**config.mk**
```make
export PLATFORM = sky130hd
export DESIGN_NAME = spi_sat_counter
export DESIGN_NICKNAME = d
export VERILOG_FILES = /design/src/rtl/spi_sat_counter.sv
export SDC_FILE = /design/constraint.sdc
export NUM_CORES = 1
export LEC_CHECK = 0
export ABC_AREA = 1
export CAP_MARGIN = 20
export CORE_UTILIZATION = 54
export CTS_CLUSTER_DIAMETER = 100
export DETAILED_ROUTE_END_ITERATION = 6
export GPL_ROUTABILITY_DRIVEN = 0
export HOLD_SLACK_MARGIN = 0.1
export PLACE_DENSITY = 0.83
export SETUP_SLACK_MARGIN = 0.5
export SLEW_MARGIN = 20
export SYNTH_ARGS = -nofsm -noshare
export SYNTH_HDL_FRONTEND = slang
export SYNTH_SLANG_ARGS = --single-unit
```
**constraint.sdc**
```tcl
create_clock -name clk -period 3.1 [get_ports clk]
set_input_delay 0.62 -clock clk [delete_from_list [all_inputs] [get_ports clk]]
set_output_delay 0.62 -clock clk [all_outputs]
set_load 0.01 [all_outputs]
```
**src/rtl/spi_sat_counter.sv**
```systemverilog
// Saturating up-counter with synchronous clear; clear beats increment.
module spi_sat_counter #(
   parameter int CNT_W = 16
) (
   input  logic             clk,
   input  logic             rst,
   input  logic             clr,
   input  logic             inc,
   output logic [CNT_W-1:0] cnt
);

   logic [CNT_W-1:0] cnt_q, cnt_d;

   always_comb begin
      cnt_d = cnt_q;
      if (clr)                    cnt_d = '0;
      else if (inc && cnt_q != '1) cnt_d = cnt_q + 1'b1;
   end

   always_ff @(posedge clk) begin
      if (rst) cnt_q <= '0;
      else     cnt_q <= cnt_d;
   end

   assign cnt = cnt_q;

endmodule

```
==> flow_summary_export.csv, run 1 <==
group,metric,value,unit
grt,met1_usage,0.3120,
power,vdd_drop_max,208.9,uV
place,place_inst,199,
power,powerDensity,274.9,mW/mm^2
yosys,synth_seq_area_share,0.3188,
yosys,synth_top_area_cell,"dfxtp_1",
hold_path,hp-start,"cnt[1]$_SDFFE_PP0P_",
cts,cts_buffer_depth,2,
grt,grt_pass1_vias,880,
grt,use_met2,0.3942,
drt,viasPerCell,4.990,
grt,grt_usage,0.2396,
yosys,yosys_warnings,0,
yosys,synth_top_family_by_area,"simple AND/OR/NAND/NOR gates",
sta,finalSetupViolCount,0,
worst_setup_path,worstPathRequired,2.48,ns
hold_path,min_path_type,"register to register",
yosys,synth_xor_area_frac,0,
yosys,ys_types,20,
grt,grt-ovfl-total,0,
worst_setup_path,rr_worst_depth,8,
floorplan,die_y,45.14,um
drt,wl_per_cell,10.85,um
cts,ctsResizeCount,0,
layout,largest_reg_flops,16,
yosys,synth_top_area_frac,0.3188,
yosys,synthAdderAreaFrac,0.01245,
sta,finalClockSkew,0.003093,ns
yosys,yosysMostFrequentCell,"nand2_1",
grt,grt_max_degree,17,
drt,routed_wl,2192,um
cts,ctsRootBufferMaster,"clkbuf_4",
yosys,synthCells,156,
worst_setup_path,critPathLaunchType,"register",
place,placed_area,0.001211,sq mm
grt,grt_first_pass_wirelength,3594,um
drt,drtIter0Drc,19,
yosys,ys_ff_latch,16,
worst_setup_path,endpoint_kind,"output pin",
worst_setup_path,critical_path.top_delay_family,"buffers and inverters",
cts,clock_latency,0.29,ns
sta,hold_viol_final,0,
floorplan,rows,15,
cts,cts_tree,"built",
grt,antenna_found_initial,0,
floorplan,initial_core_util,0.5819,
grt,grt.met3_usage,0.02400,
worst_setup_path,cp_num_buf_inv,1,
yosys,synth_flop_cell,"dfxtp_1",
yosys,synth_compound_area_frac,0.04483,
worst_setup_path,crit_arrival,1.29,ns
job,maxCapViolations,0,
worst_setup_path,worstPathMaxFanout,6,
sta,max_freq,522.9,MHz
yosys,synthSimpleGateAreaFrac,0.5417,
worst_setup_path,reg2reg_from,"cnt[0]$_SDFFE_PP0P_",
sta,slew_violations,0,
sta,worstMarginPinSlew,0.2336,ns
layout,final_core_util,0.7145,
cts,cts_buffers,3,
yosys,netlist_top_cells_area,"dfxtp_1, nand2_1, nor2_1, nand3_1, inv_1",
layout,area_growth,22.79,%
hold_path,holdPathEnd,"cnt[1]$_SDFFE_PP0P_",
yosys,synth_common_cells,"nand2_1, nor2_1, dfxtp_1",
yosys,syn_nets,161,
sta,relSlewSlack,0.8437,
grt,busiest_layer,"met2",
place,hpwl,1668,um
outcome,status,"finished clean",
worst_setup_path,reg2reg_to,"cnt[14]$_SDFFE_PP0P_",
power,leakage,0.4986,nW
cts,postCtsHoldBufs,0,
floorplan,core,0.001727,sq mm
worst_setup_path,critical_path.cell_chain,"clkdlybuf4s50_1",
layout,drive_above_1_share,0.1186,
layout,postLayoutCellArea,0.001234,sq mm
sta,fin_crit_sh,0.6169,
yosys,synthArstFlopShare,0,
cts,clk_pin_slew_worst_paths,0.09,ns
yosys,mappedNetlistArea,0.001005,sq mm
sta,rsz0062_at_grt,"false",
drt,remaining_drc_errors,0,
layout,finalNetCount,184,
yosys,syn_area_per_cell,6.440,sq um
floorplan,io_pins,20,
cts,htreeDepth,1,
drt,antenna_left,0,
worst_setup_path,worstSetupPathType,"register to output pin",
layout,antenna_cells,0,
place,numPortBuffers,19,
worst_setup_path,crit_slowest_cell,"clkdlybuf4s50_1",
sta,tns,0,ns
hold_path,holdPathStages,2,
worst_setup_path,reg2reg_slack,1.55,ns
sta,min_period,1.912,ns
drt,drt_first_pass_iters,4,
worst_setup_path,max_stage_delay,0.58,ns
drt,vias,1008,
yosys,synth_edf_count,0,
layout,final_cells,202,
floorplan,die_w,45.14,um
floorplan,die_area,0.002037,sq mm
yosys,synth_mux_area_frac,0,
cts,cts.sinks,16,
cts,cts_setup_buffers,0,
## worst max-delay path by stage
stage                     depth (start not counted)                start                   end
after floorplan                                   7  cnt[0]$_SDFFE_PP0P_  cnt[15]$_SDFFE_PP0P_
final                                             1  cnt[3]$_SDFFE_PP0P_                cnt[3]
after global placement                            8                  inc  cnt[14]$_SDFFE_PP0P_
after CTS                                         1  cnt[2]$_SDFFE_PP0P_                cnt[2]
after global routing                              1  cnt[3]$_SDFFE_PP0P_                cnt[3]
after detailed placement                          8                  inc  cnt[14]$_SDFFE_PP0P_
## metrics by stage
stage	hold slack (ns)	total power [mW]	worst slack (ns)
4_1_cts	0.5355	0.3431	1.189
2_1_floorplan	0.5337	0.2253	1.673
6_report	0.5314	0.3391	1.188
3_3_place_gp	0.5039	0.2333	1.157
3_5_place_dp	0.5192	0.2341	1.015
5_1_grt	0.5700	0.3522	1.128
## cell type report
type,instances,area (sq um)
repair buffers,20,197.7
multi-input cells,122,601.8
clock buffers,3,22.52
inverters,16,60.06
well taps,25,31.28
flip-flops and latches,16,320.3
fillers,162,493.0
## per-layer routing
metal	up-vias	wire length (um)
met2	26	1068
met1	452	1016
met3	5	71
li1	525	-
met4	0	36
met5	-	0
## power by group
group / internal [mW] / total [mW] / switching (mW)
Sequential: 0.207 / 0.208 / 0.00133
Combinational: 0.0103 / 0.0214 / 0.0111
Clock: 0.0452 / 0.110 / 0.0647
Total: 0.262 / 0.339 / 0.0771
## cell families (layout without fill, tap and decap cells)
group,Yosys count,after routing
buf+inv,18,39
compound gates,9,9
fa+ha+maj,1,1
simple gates,112,112
flops,16,16
## layout by cell type (no fill, tap or decap)
cell,n
a21oi_1,7
and2_2,1
and3_2,1
buf_4,1
clkbuf_4,3
clkdlybuf4s50_1,19
dfxtp_1,16
ha_1,1
inv_1,15
inv_2,1
nand2_1,43
nand2_2,1
nand2_4,2
nand3_1,13
nand3b_1,1
nand4_1,1
nand4_4,1
nor2_1,38
nor2_2,5
nor2_4,4
nor2_8,1
o21ai_0,2
(Power assumes the default switching activity.)
==> inputs of run 2 (changes only) <==
CORE_UTILIZATION = 45   (was 54)
PLACE_DENSITY = 0.74   (was 0.83)
clock period = 1.7 ns   (was 3.1 ns; I/O delays follow)
==> run 2 against run 1 <==
Worst setup slack got worse by 0.85 ns. Register-to-register slack got worse by 1.2 ns. Routed wire length rose by 27%. Critical path depth rose by 8. Cell count rose by 12%. Global-route usage rose by 1.3 points. First-iteration DRC count rose by 58%. Worst hold slack got worse by 0.012 ns. Critical endpoint is now cnt[9]$_SDFFE_PP0P_. Largest cell class unchanged.
==> flow_summary_export.csv, run 2 (synthesized netlist as in run 1, its figures left out) <==
group,metric,value,unit
sta,min_period,1.361,ns
outcome,status,"finished clean",
cts,cts_buffer_depth,2,
layout,area_growth,51.93,%
grt,grt-ovfl-total,0,
layout,antenna_cells,0,
worst_setup_path,critPathCapture,"cnt[9]$_SDFFE_PP0P_",
worst_setup_path,worstPathMaxFanout,7,
drt,vias,1134,
worst_setup_path,critPathLaunchType,"register",
drt,remaining_drc_errors,0,
floorplan,core,0.002022,sq mm
grt,grt_first_pass_wirelength,4616,um
worst_setup_path,cp_num_buf_inv,1,
sta,fin_crit_sh,0.8008,
layout,finalNetCount,206,
sta,tns,0,ns
floorplan,rows,16,
floorplan,die_y,49.25,um
place,numPortBuffers,19,
cts,cts.sinks,16,
worst_setup_path,crit_slowest_cell,"dfxtp_4",
worst_setup_path,max_stage_delay,0.39,ns
worst_setup_path,reg2reg_slack,0.34,ns
hold_path,min_path_type,"register to register",
drt,drt_first_pass_iters,4,
layout,postLayoutCellArea,0.001526,sq mm
worst_setup_path,worstPathRequired,1.89,ns
worst_setup_path,critical_path.cell_chain,"ha_4 -> nand2_4 -> nor2_4 -> buf_12 -> nand4_4 -> nand2_1 -> nand2_1 -> nand2_1 -> nor2_1",
job,maxCapViolations,0,
sta,worstMarginPinSlew,0.2536,ns
grt,antenna_found_initial,0,
worst_setup_path,worstSetupPathType,"register to register",
cts,clock_latency,0.29,ns
place,place_inst,204,
worst_setup_path,reg2reg_from,"cnt[0]$_SDFFE_PP0P_",
drt,routed_wl,2793,um
cts,cts_tree,"built",
drt,wl_per_cell,12.30,um
worst_setup_path,reg2reg_to,"cnt[9]$_SDFFE_PP0P_",
place,placed_area,0.001286,sq mm
worst_setup_path,rr_worst_depth,9,
worst_setup_path,critical_path.top_delay_family,"simple AND/OR/NAND/NOR gates",
cts,htreeDepth,1,
sta,rsz0062_at_grt,"true",
worst_setup_path,path_depth,9,
power,powerDensity,415.6,mW/mm^2
cts,clk_pin_slew_worst_paths,0.11,ns
drt,drtIter0Drc,30,
grt,grt_usage,0.2523,
place,hpwl,1738,um
floorplan,io_pins,20,
worst_setup_path,crit_top_cell,"nand2_1",
floorplan,die_w,49.25,um
sta,slew_violations,0,
layout,layout_commonest_cell,"nand2_1",
grt,grt_pass1_vias,1081,
cts,ctsRootBufferMaster,"clkbuf_4",
sta,finalClockSkew,0.01033,ns
floorplan,die_area,0.002426,sq mm
drt,viasPerCell,4.996,
layout,mostFrequentLayoutCells,"nand2_1, nor2_1, buf_4, inv_1, buf_2",
worst_setup_path,endpoint_kind,"register",
sta,hold_viol_final,0,
cts,cts_buffers,3,
power,vdd_drop_max,391.6,uV
sta,finalSetupViolCount,0,
layout,largest_reg_flops,16,
floorplan,initial_core_util,0.4969,
sta,relSlewSlack,0.8303,
sta,max_freq,734.5,MHz
drt,antenna_left,0,
grt,grt_max_degree,17,
worst_setup_path,crit_arrival,1.55,ns
power,leakage,0.7105,nW
layout,final_cells,227,
worst_setup_path,crit_path_start,"cnt[0]$_SDFFE_PP0P_",
layout,drive_above_1_share,0.4450,
[run 2: how the worst min path moves through the flow]
stage	start	end	slack, ns	cells after the start
2_1_floorplan	cnt[4]$_SDFFE_PP0P_	cnt[4]$_SDFFE_PP0P_	0.51	2
3_3_place_gp	cnt[13]$_SDFFE_PP0P_	cnt[13]$_SDFFE_PP0P_	0.50	2
3_5_place_dp	cnt[4]$_SDFFE_PP0P_	cnt[4]$_SDFFE_PP0P_	0.51	2
4_1_cts	cnt[6]$_SDFFE_PP0P_	cnt[6]$_SDFFE_PP0P_	0.52	2
5_1_grt	cnt[5]$_SDFFE_PP0P_	cnt[5]$_SDFFE_PP0P_	0.55	2
6_report	cnt[5]$_SDFFE_PP0P_	cnt[5]$_SDFFE_PP0P_	0.52	2
[run 2: per-stage QoR]
stage / setup slack, ns / hold WS (ns) / utilization / power [mW]
after floorplan: 0.4368 / 0.5090 / - / 0.4107
after global placement: 0.02784 / 0.4971 / 0.6361 / 0.4314
after detailed placement: -0.05081 / 0.5063 / 0.6361 / 0.4330
after CTS: 0.3589 / 0.5172 / 0.7178 / 0.6403
after global routing: 0.2519 / 0.5495 / 0.7550 / 0.6671
final: 0.3386 / 0.5199 / 0.7550 / 0.6345
[run 2: layer usage]
metal	vias to the layer above	GRT usage	part of all wire
met5	-	0	0
met4	0	0.1471	0.029
met3	10	0.04984	0.043
met2	32	0.4406	0.50
met1	519	0.2798	0.42
li1	573	-	-
[run 2: worst register-to-register path: stages (launching register included)]
cell     delay (ns)
dfxtp_4        0.39
ha_4           0.16
nand2_4        0.06
nor2_4         0.14
buf_12         0.13
nand4_4        0.15
nand2_1        0.10
nand2_1        0.05
nand2_1        0.05
nor2_1         0.03
[run 2: cell type report]
type / count / area, sq um
Tap cell: 27 / 33.78
Inverter: 16 / 60.06
Multi-Input combinational cell: 123 / 715.7
Clock buffer: 4 / 26.28
Sequential cell: 16 / 362.8
Timing Repair Buffer: 41 / 327.8
Fill cell: 150 / 495.5
[run 2: repair_timing]
action,in CTS,in global routing
resized for setup,81,14
pin swaps,12,6
setup endpoints to repair,32,22
gates cloned,1,0
buffers inserted,11,7
hold buffers,0,0
[run 2: power breakdown]
group	internal (mW)	switching, mW	total, mW	leakage [nW]
registers	0.364	0.00313	0.367	0.140
clock network	0.0912	0.129	0.220	0.0150
logic	0.0232	0.0243	0.0475	0.556
==> inputs of run 3 (changes only) <==
clock period = 1.13 ns   (was 1.7 ns; I/O delays follow)
==> run 3 against run 2 <==
The run now ends with setup timing left. Register-to-register slack worse by 0.61 ns. Die area unchanged. Critical path type unchanged. Total power increased by 57%. Non-clock buffer count rose by 20. Via count is 14% higher. Largest power group unchanged.
==> flow_summary_export.csv, run 3 (synthesized netlist as in run 1, its figures left out) <==
group,metric,value,unit
floorplan,die_w,49.25,um
drt,wl_per_cell,14.34,um
layout,antenna_cells,0,
layout,largest_reg_flops,16,
grt,grt_max_degree,10,
cts,cts_buffer_depth,2,
sta,worstMarginPinSlew,0.2311,ns
floorplan,initial_core_util,0.4969,
floorplan,rows,16,
drt,drt_first_pass_iters,7,
layout,drive_above_1_share,0.5455,
cts,clock_latency,0.30,ns
sta,relSlewSlack,0.8456,
cts,ctsRootBufferMaster,"clkbuf_4",
layout,mostFrequentLayoutCells,"nand2_1, nor2_1, buf_4, buf_6, inv_1",
cts,htreeDepth,1,
layout,layout_commonest_cell,"nand2_1",
grt,grt_usage,0.2788,
cts,cts_buffers,3,
worst_setup_path,worstPathRequired,1.36,ns
floorplan,io_pins,20,
job,maxCapViolations,0,
sta,slew_violations,0,
sta,fin_crit_sh,1.236,
place,preCtsSetupSlack,-0.4423,ns
power,powerDensity,555.7,mW/mm^2
sta,min_period,1.397,ns
floorplan,core,0.002022,sq mm
worst_setup_path,max_stage_delay,0.38,ns
place,placed_area,0.001484,sq mm
power,vdd_drop_max,582.4,uV
worst_setup_path,critical_path.top_delay_family,"simple AND/OR/NAND/NOR gates",
worst_setup_path,endpoint_kind,"register",
sta,finalClockSkew,0.01734,ns
layout,area_growth,78.33,%
worst_setup_path,crit_path_start,"cnt[1]$_SDFFE_PP0P_",
grt,grt_first_pass_wirelength,5126,um
worst_setup_path,crit_slowest_cell,"dfxtp_4",
place,hpwl,2026,um
grt,grt-ovfl-total,0,
sta,finalSetupViolCount,19,
drt,drtIter0Drc,39,
sta,rsz0062_at_grt,"true",
grt,antenna_found_initial,0,
cts,cts_tree,"built",
layout,final_core_util,0.8861,
grt,grt_pass1_vias,1205,
power,power,0.9957,mW
outcome,failed_checks,"setup timing",
drt,antenna_left,0,
sta,max_freq,716.0,MHz
worst_setup_path,cp_num_buf_inv,0,
worst_setup_path,worstSetupPathType,"register to register",
outcome,status,"finished, violations left",
sta,tns,-3.656,ns
worst_setup_path,critical_path.cell_chain,"ha_4 -> nand2_4 -> nor2_4 -> nand2_4 -> nor2_8 -> nor2_2 -> nand2_1 -> nand2_1 -> nor2_1",
hold_path,hp-start,"cnt[8]$_SDFFE_PP0P_",
layout,postLayoutCellArea,0.001792,sq mm
floorplan,die_y,49.25,um
drt,remaining_drc_errors,0,
worst_setup_path,worstPathMaxFanout,5,
cts,cts.sinks,16,
drt,vias,1294,
place,place_inst,229,
worst_setup_path,crit_arrival,1.62,ns
worst_setup_path,critPathLaunchType,"register",
worst_setup_path,reg2reg_from,"cnt[1]$_SDFFE_PP0P_",
place,numPortBuffers,19,
sta,timing.hold.ws,0.5477,ns
sta,hold_viol_final,0,
sta,final.setup.worst_slack,-0.2667,ns
power,leakage,0.8145,nW
cts,postCtsHoldBufs,0,
floorplan,die_area,0.002426,sq mm
cts,clk_pin_slew_worst_paths,0.11,ns
drt,routed_wl,3543,um
layout,finalNetCount,226,
hold_path,min_path_type,"register to register",
drt,viasPerCell,5.239,
layout,final_cells,247,
-- run 3: cell count changes in the layout (fill, tap and decap cells not counted), moves of 3 or more --
cell / delta
dfxtp_2: +5
dfxtp_4: -5
buf_6: +26
buf_2: -12
buf_12: -3
nor2_2: +5
buf_4: +10
nor2_1: -6
-- run 3: repair_timing --
| action | 4_1_cts | 5_1_grt |
|---|---|---|
| gates resized for setup | 104 | 17 |
| setup endpoints to repair | 32 | 32 |
| buffers inserted | 8 | 5 |
| cloned | 1 | 0 |
| pin swaps | 5 | 7 |
-- run 3: path summary, 6_finish.rpt --
kind	end	slack [ns]	cells after the start
setup / recovery	cnt[4]$_SDFFE_PP0P_	-0.27	9
hold / removal	cnt[8]$_SDFFE_PP0P_	0.55	2
hold reg to reg	cnt[8]$_SDFFE_PP0P_	0.55	2
setup reg to reg	cnt[4]$_SDFFE_PP0P_	-0.27	9
-- run 3: worst register-to-register path: stages, from the launching register on --
cell	delay [ns]
dfxtp_4	0.38
ha_4	0.16
nand2_4	0.06
nor2_4	0.20
nand2_4	0.10
nor2_8	0.17
nor2_2	0.08
nand2_1	0.06
nand2_1	0.04
nor2_1	0.07
-- run 3: power breakdown --
group	switching, mW	internal, mW	leakage [nW]
clock	0.202	0.137	0.0150
sequential	0.00346	0.559	0.138
combinational	0.0459	0.0477	0.661
total	0.252	0.744	0.814
-- run 3: area by class of cell --
type                            count  area [sq um]
Sequential cell                    16         350.3
Tap cell                           27         33.78
Fill cell                         102         230.2
Timing Repair Buffer               61         574.3
Multi-Input combinational cell    123         747.0
Inverter                           16         60.06
Clock buffer                        4         26.28
-- run 3: metal layers --
metal	up-vias	wire length [um]	global-route usage
li1	627	-	-
met1	596	1428	0.3094
met2	56	1862	0.5183
met3	15	173	0.04050
met4	0	78	0.1176
met5	-	0	0
